$ cat config.mk
export PLATFORM = sky130hd
export DESIGN_NAME = uart_rx_frontend
export DESIGN_NICKNAME = d
export VERILOG_FILES = /design/src/rtl/uart_rx_frontend.sv
export SDC_FILE = /design/constraint.sdc
export NUM_CORES = 1
export LEC_CHECK = 0
export CORE_MARGIN = 2
export CORE_UTILIZATION = 55
export DETAILED_ROUTE_END_ITERATION = 10
export PLACE_DENSITY = 0.88
export SETUP_SLACK_MARGIN = 0.1
export SYNTH_ARGS = -nofsm -noshare
export SYNTH_HDL_FRONTEND = slang
export SYNTH_SLANG_ARGS = --single-unit
$ cat constraint.sdc
create_clock -name clk -period 5.06 [get_ports clk]
set_input_delay 1.012 -clock clk [delete_from_list [all_inputs] [get_ports clk]]
set_output_delay 1.012 -clock clk [all_outputs]
set_load 0.1 [all_outputs]
$ cat src/rtl/uart_rx_frontend.sv
// ============================================================================
//  Module   : uart_rx_frontend
//  Purpose  : Oversampling 8N1 UART receiver front end. It synchronises the
//             asynchronous rx line, detects the start edge, samples each bit
//             near its centre and emits one byte per good frame. Stop-bit
//             failures are reported as framing errors.
//  Ports    : clk        - system clock, rising edge
//             reset      - synchronous, active-high reset
//             rx         - asynchronous serial line, idles high
//             data_out   - last correctly received byte (holds between strobes)
//             valid      - one-cycle strobe when data_out is updated
//             frame_err  - one-cycle strobe when the stop bit is sampled low
//             busy       - high while a frame is in progress
//  Revision : 1.0 - initial release
// ============================================================================
`default_nettype none

module uart_rx_frontend #(
    parameter int CLKS_PER_BIT = 16,
    parameter int SYNC_STAGES  = 2
) (
    input  logic       clk,
    input  logic       reset,
    input  logic       rx,
    output logic [7:0] data_out,
    output logic       valid,
    output logic       frame_err,
    output logic       busy
);

    localparam int CW = $clog2(CLKS_PER_BIT);

    localparam logic [CW-1:0] c_half_m1 = CW'(CLKS_PER_BIT / 2 - 1);
    localparam logic [CW-1:0] c_half    = CW'(CLKS_PER_BIT / 2);
    localparam logic [CW-1:0] c_full_m1 = CW'(CLKS_PER_BIT - 1);

    typedef enum logic [2:0] {
        ST_IDLE  = 3'd0,
        ST_START = 3'd1,
        ST_DATA  = 3'd2,
        ST_STOP  = 3'd3,
        ST_BREAK = 3'd4
    } state_t;

    state_t                 r_state;
    logic [SYNC_STAGES-1:0] r_sync;
    logic [SYNC_STAGES:0]   r_live;
    logic                   r_rx_prev;
    logic [CW-1:0]          r_cnt;
    logic [2:0]             r_bit_idx;
    logic [7:0]             r_shreg;

    logic w_rx_s;
    logic w_fall;
    logic w_toggle;

    assign w_rx_s   = r_sync[SYNC_STAGES-1];
    // r_live fills with ones behind the synchroniser so that r_rx_prev is
    // known to hold a real line sample rather than its reset value. Without
    // it a line held low out of reset would look like a start edge.
    assign w_fall   = r_live[SYNC_STAGES] & r_rx_prev & ~w_rx_s;
    assign w_toggle = w_rx_s ^ r_rx_prev;

    always_ff @(posedge clk) begin
        if (reset) begin
            r_state   <= ST_IDLE;
            r_sync    <= '1;
            r_live    <= '0;
            r_rx_prev <= 1'b1;
            r_cnt     <= '0;
            r_bit_idx <= 3'd0;
            r_shreg   <= 8'h00;
            data_out  <= 8'h00;
            valid     <= 1'b0;
            frame_err <= 1'b0;
            busy      <= 1'b0;
        end else begin
            r_sync    <= {r_sync[SYNC_STAGES-2:0], rx};
            r_live    <= {r_live[SYNC_STAGES-1:0], 1'b1};
            r_rx_prev <= w_rx_s;
            valid     <= 1'b0;
            frame_err <= 1'b0;
            // Busy reflects the state of the previous cycle, so it is still
            // high while valid is asserted and drops on the following cycle.
            busy      <= (r_state != ST_IDLE);

            case (r_state)
                ST_IDLE: begin
                    if (w_fall) begin
                        r_state <= ST_START;
                        r_cnt   <= '0;
                    end
                end

                ST_START: begin
                    if (r_cnt == c_half_m1) begin
                        r_cnt <= '0;
                        if (!w_rx_s) begin
                            r_state   <= ST_DATA;
                            r_bit_idx <= 3'd0;
                        end else begin
                            r_state <= ST_IDLE;
                        end
                    end else begin
                        r_cnt <= r_cnt + 1'b1;
                    end
                end

                ST_DATA: begin
                    if (r_cnt == c_full_m1) begin
                        r_shreg[r_bit_idx] <= w_rx_s;
                        r_cnt              <= '0;
                        r_bit_idx          <= r_bit_idx + 1'b1;
                        if (r_bit_idx == 3'd7) begin
                            r_state <= ST_STOP;
                        end
                    end else if (w_toggle) begin
                        // Re-centre on every bit boundary. At the nominal rate
                        // this loads the value the counter would reach anyway;
                        // with a slow or fast sender it stops the sample point
                        // drifting out of the bit over the frame.
                        r_cnt <= c_half;
                    end else begin
                        r_cnt <= r_cnt + 1'b1;
                    end
                end

                ST_STOP: begin
                    if (r_cnt == c_full_m1) begin
                        r_cnt <= '0;
                        if (w_rx_s) begin
                            data_out <= r_shreg;
                            valid    <= 1'b1;
                            r_state  <= ST_IDLE;
                        end else begin
                            frame_err <= 1'b1;
                            r_state   <= ST_BREAK;
                        end
                    end else if (w_toggle) begin
                        r_cnt <= c_half;
                    end else begin
                        r_cnt <= r_cnt + 1'b1;
                    end
                end

                ST_BREAK: begin
                    // Only a return to idle-high re-arms edge detection, so a
                    // long low line produces a single framing error.
                    if (w_rx_s) begin
                        r_state <= ST_IDLE;
                    end
                end

                default: begin
                    r_state <= ST_IDLE;
                end
            endcase
        end
    end

endmodule

`default_nettype wire

==> results_dict.tcl <==
set metrics [dict create \
    cts_root_buf "clkbuf_4" \
    use_met2 0.302 \
    antenna_found_initial 0 \
    grt_max_degree 34 \
    die_h_microns 58.5 \
    path_delay_family "buffers and inverters" \
    arrival_ps 1820 \
    grt.overflow.total 0 \
    required_ps 4050 \
    worstHoldPathType "reg -> reg" \
    end_kind "output port" \
    ys_types 49 \
    leakagePower_nw 0.748 \
    grt_pass1_vias 1170 \
    skew_ps 7.60 \
    min_period_over_period 0.559 \
    dp.cells 204 \
    wirelength_microns 2820 \
    syn-instance-count 173 \
    setup_viol 0 \
    fmaxAchievable_mhz 353 \
    hold_violations 0 \
    cp_cell_sequence "clkdlybuf4s50_1" \
    ys_ff_latch 35 \
    p_per_area_nw_per_um2 415 \
    crit_slowest_cell "clkdlybuf4s50_1" \
    combPwrFrac 0.241 \
    slowest_delay_ps 1130 \
    synth_warnings 0 \
    rsz0062_at_grt "false" \
    drc 0 \
    p_switching_mw 0.229 \
    busiest_layer "met2" \
    r2r_start "r_cnt[0]" \
    row_count 19 \
    fillers 228 \
    final_cells 212 \
    final_layout_size_suffix_gt1_frac 0.0884 \
    critPathLaunch "data_out[7]" \
    gp_routability_congestion 0.881 \
    dr.first_iter.drc_count 27 \
    syn-num-nets 179 \
    p_seq_frac 0.434 \
    tightestPinTransition_ps 1170 \
    relSlewSlack 0.219 \
    die_area_sq_um 3420 \
    cts_setup_buffers 0 \
    cts_tree "built" \
    synthesis.area_sq_um 1630 \
    syn_avg_cell_area_sq_um 9.44 \
    stdcell_area_sq_um 1840 \
    pre_cts_ws_ps 2110 \
    intPower_mw 0.534 \
    routed_via_density 5.99 \
    wl_per_cell_microns 13.3 \
    num_antenna_cells 0 \
    cts_max_path_buffers 2 \
    switching_share 0.300 \
    cts_sinks 35 \
    htreeDepth 2 \
    hpwl_microns 1910 \
    detail-route-antenna-nets 0 \
    crit_fanout 2 \
    pwr-share-clk 0.325 \
    start_util 0.587 \
    finalCriticalPeriod_ps 2830 \
    vias 1269 \
    status "finished, final reports clean" \
    report.final.slew_viol_count 0 \
    nets 186 \
    drv_cap 0 \
    seq_area_frac_synth 0.429 \
    area_growth_pct 12.6 \
    cts.clk_slew.worst_paths_ps 110 \
    ctsHoldBuffers 0 \
    timing.final.ws_setup_ps 2230 \
    use_met1 0.239 \
    power_mw 0.763 \
    dpl_cell_area_sq_um 1730 \
    io-pin-count 14 \
    worst_setup_path_start_kind "flip-flop" \
    tns_ps 0 \
    grt_pass1_wl_microns 5110 \
    irDropWorstVdd_mv 0.367 \
    critical_path_class "reg -> out" \
    numPortBuffers 13 \
    grt_usage 0.190 \
    min-delay-start "r_sync[0]" \
    firstDrtPassIters 4 \
    die_w_microns 58.5 \
    coreArea_sq_um 2780 \
    clock_latency_ps 340 \
    cts_buffers 5 \
    use_met3 0.0549 \
    cts_resized 0 \
    critical_path_buf_inv_count 1 \
]
-- layer usage --
metal,routed length [microns],part of all wire
met4,38,0.013
met1,1270,0.45
met2,1370,0.48
met3,144,0.051
met5,0,0
-- path summary, 6_finish.rpt --
| path | depth (start not counted) | to | slack, ps |
|---|---|---|---|
| setup / recovery | 1 | data_out[7] | 2230 |
| hold / removal | 1 | r_sync[1] | 430 |
| setup reg to reg | 5 | data_out[2] | 2990 |
| hold reg to reg | 1 | r_sync[1] | 430 |
-- metrics by stage --
step	hold slack [ps]	util
floorplan	389	-
global placement	398	0.623
detailed placement	396	0.623
CTS	435	0.661
global route	442	0.661
finish	429	0.661
-- layout by cell type (no fill, tap or decap), types with 3 or more instances in the layout --
cell / n
a21oi_1: 5
nor2b_1: 7
clkdlybuf4s50_1: 13
nor2_1: 23
nand3b_1: 3
or2_2: 3
clkbuf_4: 5
dfxtp_1: 35
nand2_1: 4
ha_1: 3
mux2i_1: 16
o21ai_1: 3
nand4_1: 5
nand3_1: 3
and2_1: 3
nand2b_1: 6
-- synth_stat cells, drive strengths merged --
library cell  instances  area [sq um]
nor4                  2          12.5
mux2                  1          11.3
nor3                  2          10.0
a221oi                1          15.0
a22o                  1          8.76
a221o                 1          10.0
a31o                  1          8.76
a31oi                 1          6.26
or4                   1          11.3
nor2b                 7          43.8
and4                  1          8.76
a32o                  2          20.0
nand2b                6          37.5
buf                   8          50.0
and3                  2          12.5
ha                    3          37.5
nand4                 5          31.3
mux2i                16           160
a21oi                 6          33.8
nand3b                3          22.5
xnor2                 2          17.5
o21ai                 5          25.0
o221ai                1          15.0
nor2                 23          86.3
dfxtp                35           701
and2                  3          18.8
a21o                  2          15.0
nand2                 4          15.0
o22ai                 1          6.26
and3b                 2          17.5
a21boi                2          15.0
or2                   3          18.8
a41oi                 1          8.76
a211o                 1          8.76
nand3                 3          15.0
clkbuf                5          18.8
or3b                  1          8.76
xor2                  1          8.76
nor4b                 2          23.8
a22oi                 1          7.51
inv                   2          7.51
nor3b                 2          15.0
o21a                  1          7.51
-- sequential cells by signal, summed over array words and instances, names as in the netlist, 2 cells and up --
| register | count |
|---|---|
| data_out | 8 |
| r_state | 3 |
| r_sync | 2 |
| r_cnt | 4 |
| r_bit_idx | 3 |
| r_shreg | 8 |
| r_live | 3 |
-- cell families after synthesis --
kind of cell	count (synthesis)	synth area share
fa+ha+maj	3	0.0230
simple gates	72	0.251
mux	17	0.105
compound gates	28	0.130
xor+xnor	3	0.0161
buf+inv	15	0.0467
flops	35	0.429
-- area by class of cell --
cell class	count	area [sq um]	share of cell area
multi-input cells	123	856	0.466
flip-flops and latches	35	701	0.381
repair buffers	13	130	0.0708
clock inverters	3	67.6	0.0368
well taps	31	38.8	0.0211
clock buffers	5	37.5	0.0204
inverters	2	7.51	0.00408
-- power by group through the flow --
stage,combinational [mW],sequential [mW],clock [mW]
3_5_place_dp,0.184,0.336,0
5_1_grt,0.202,0.338,0.263
4_1_cts,0.184,0.331,0.253
2_1_floorplan,0.166,0.330,0
6_report,0.184,0.331,0.248
3_3_place_gp,0.177,0.335,0
(Power assumes the default switching activity.)
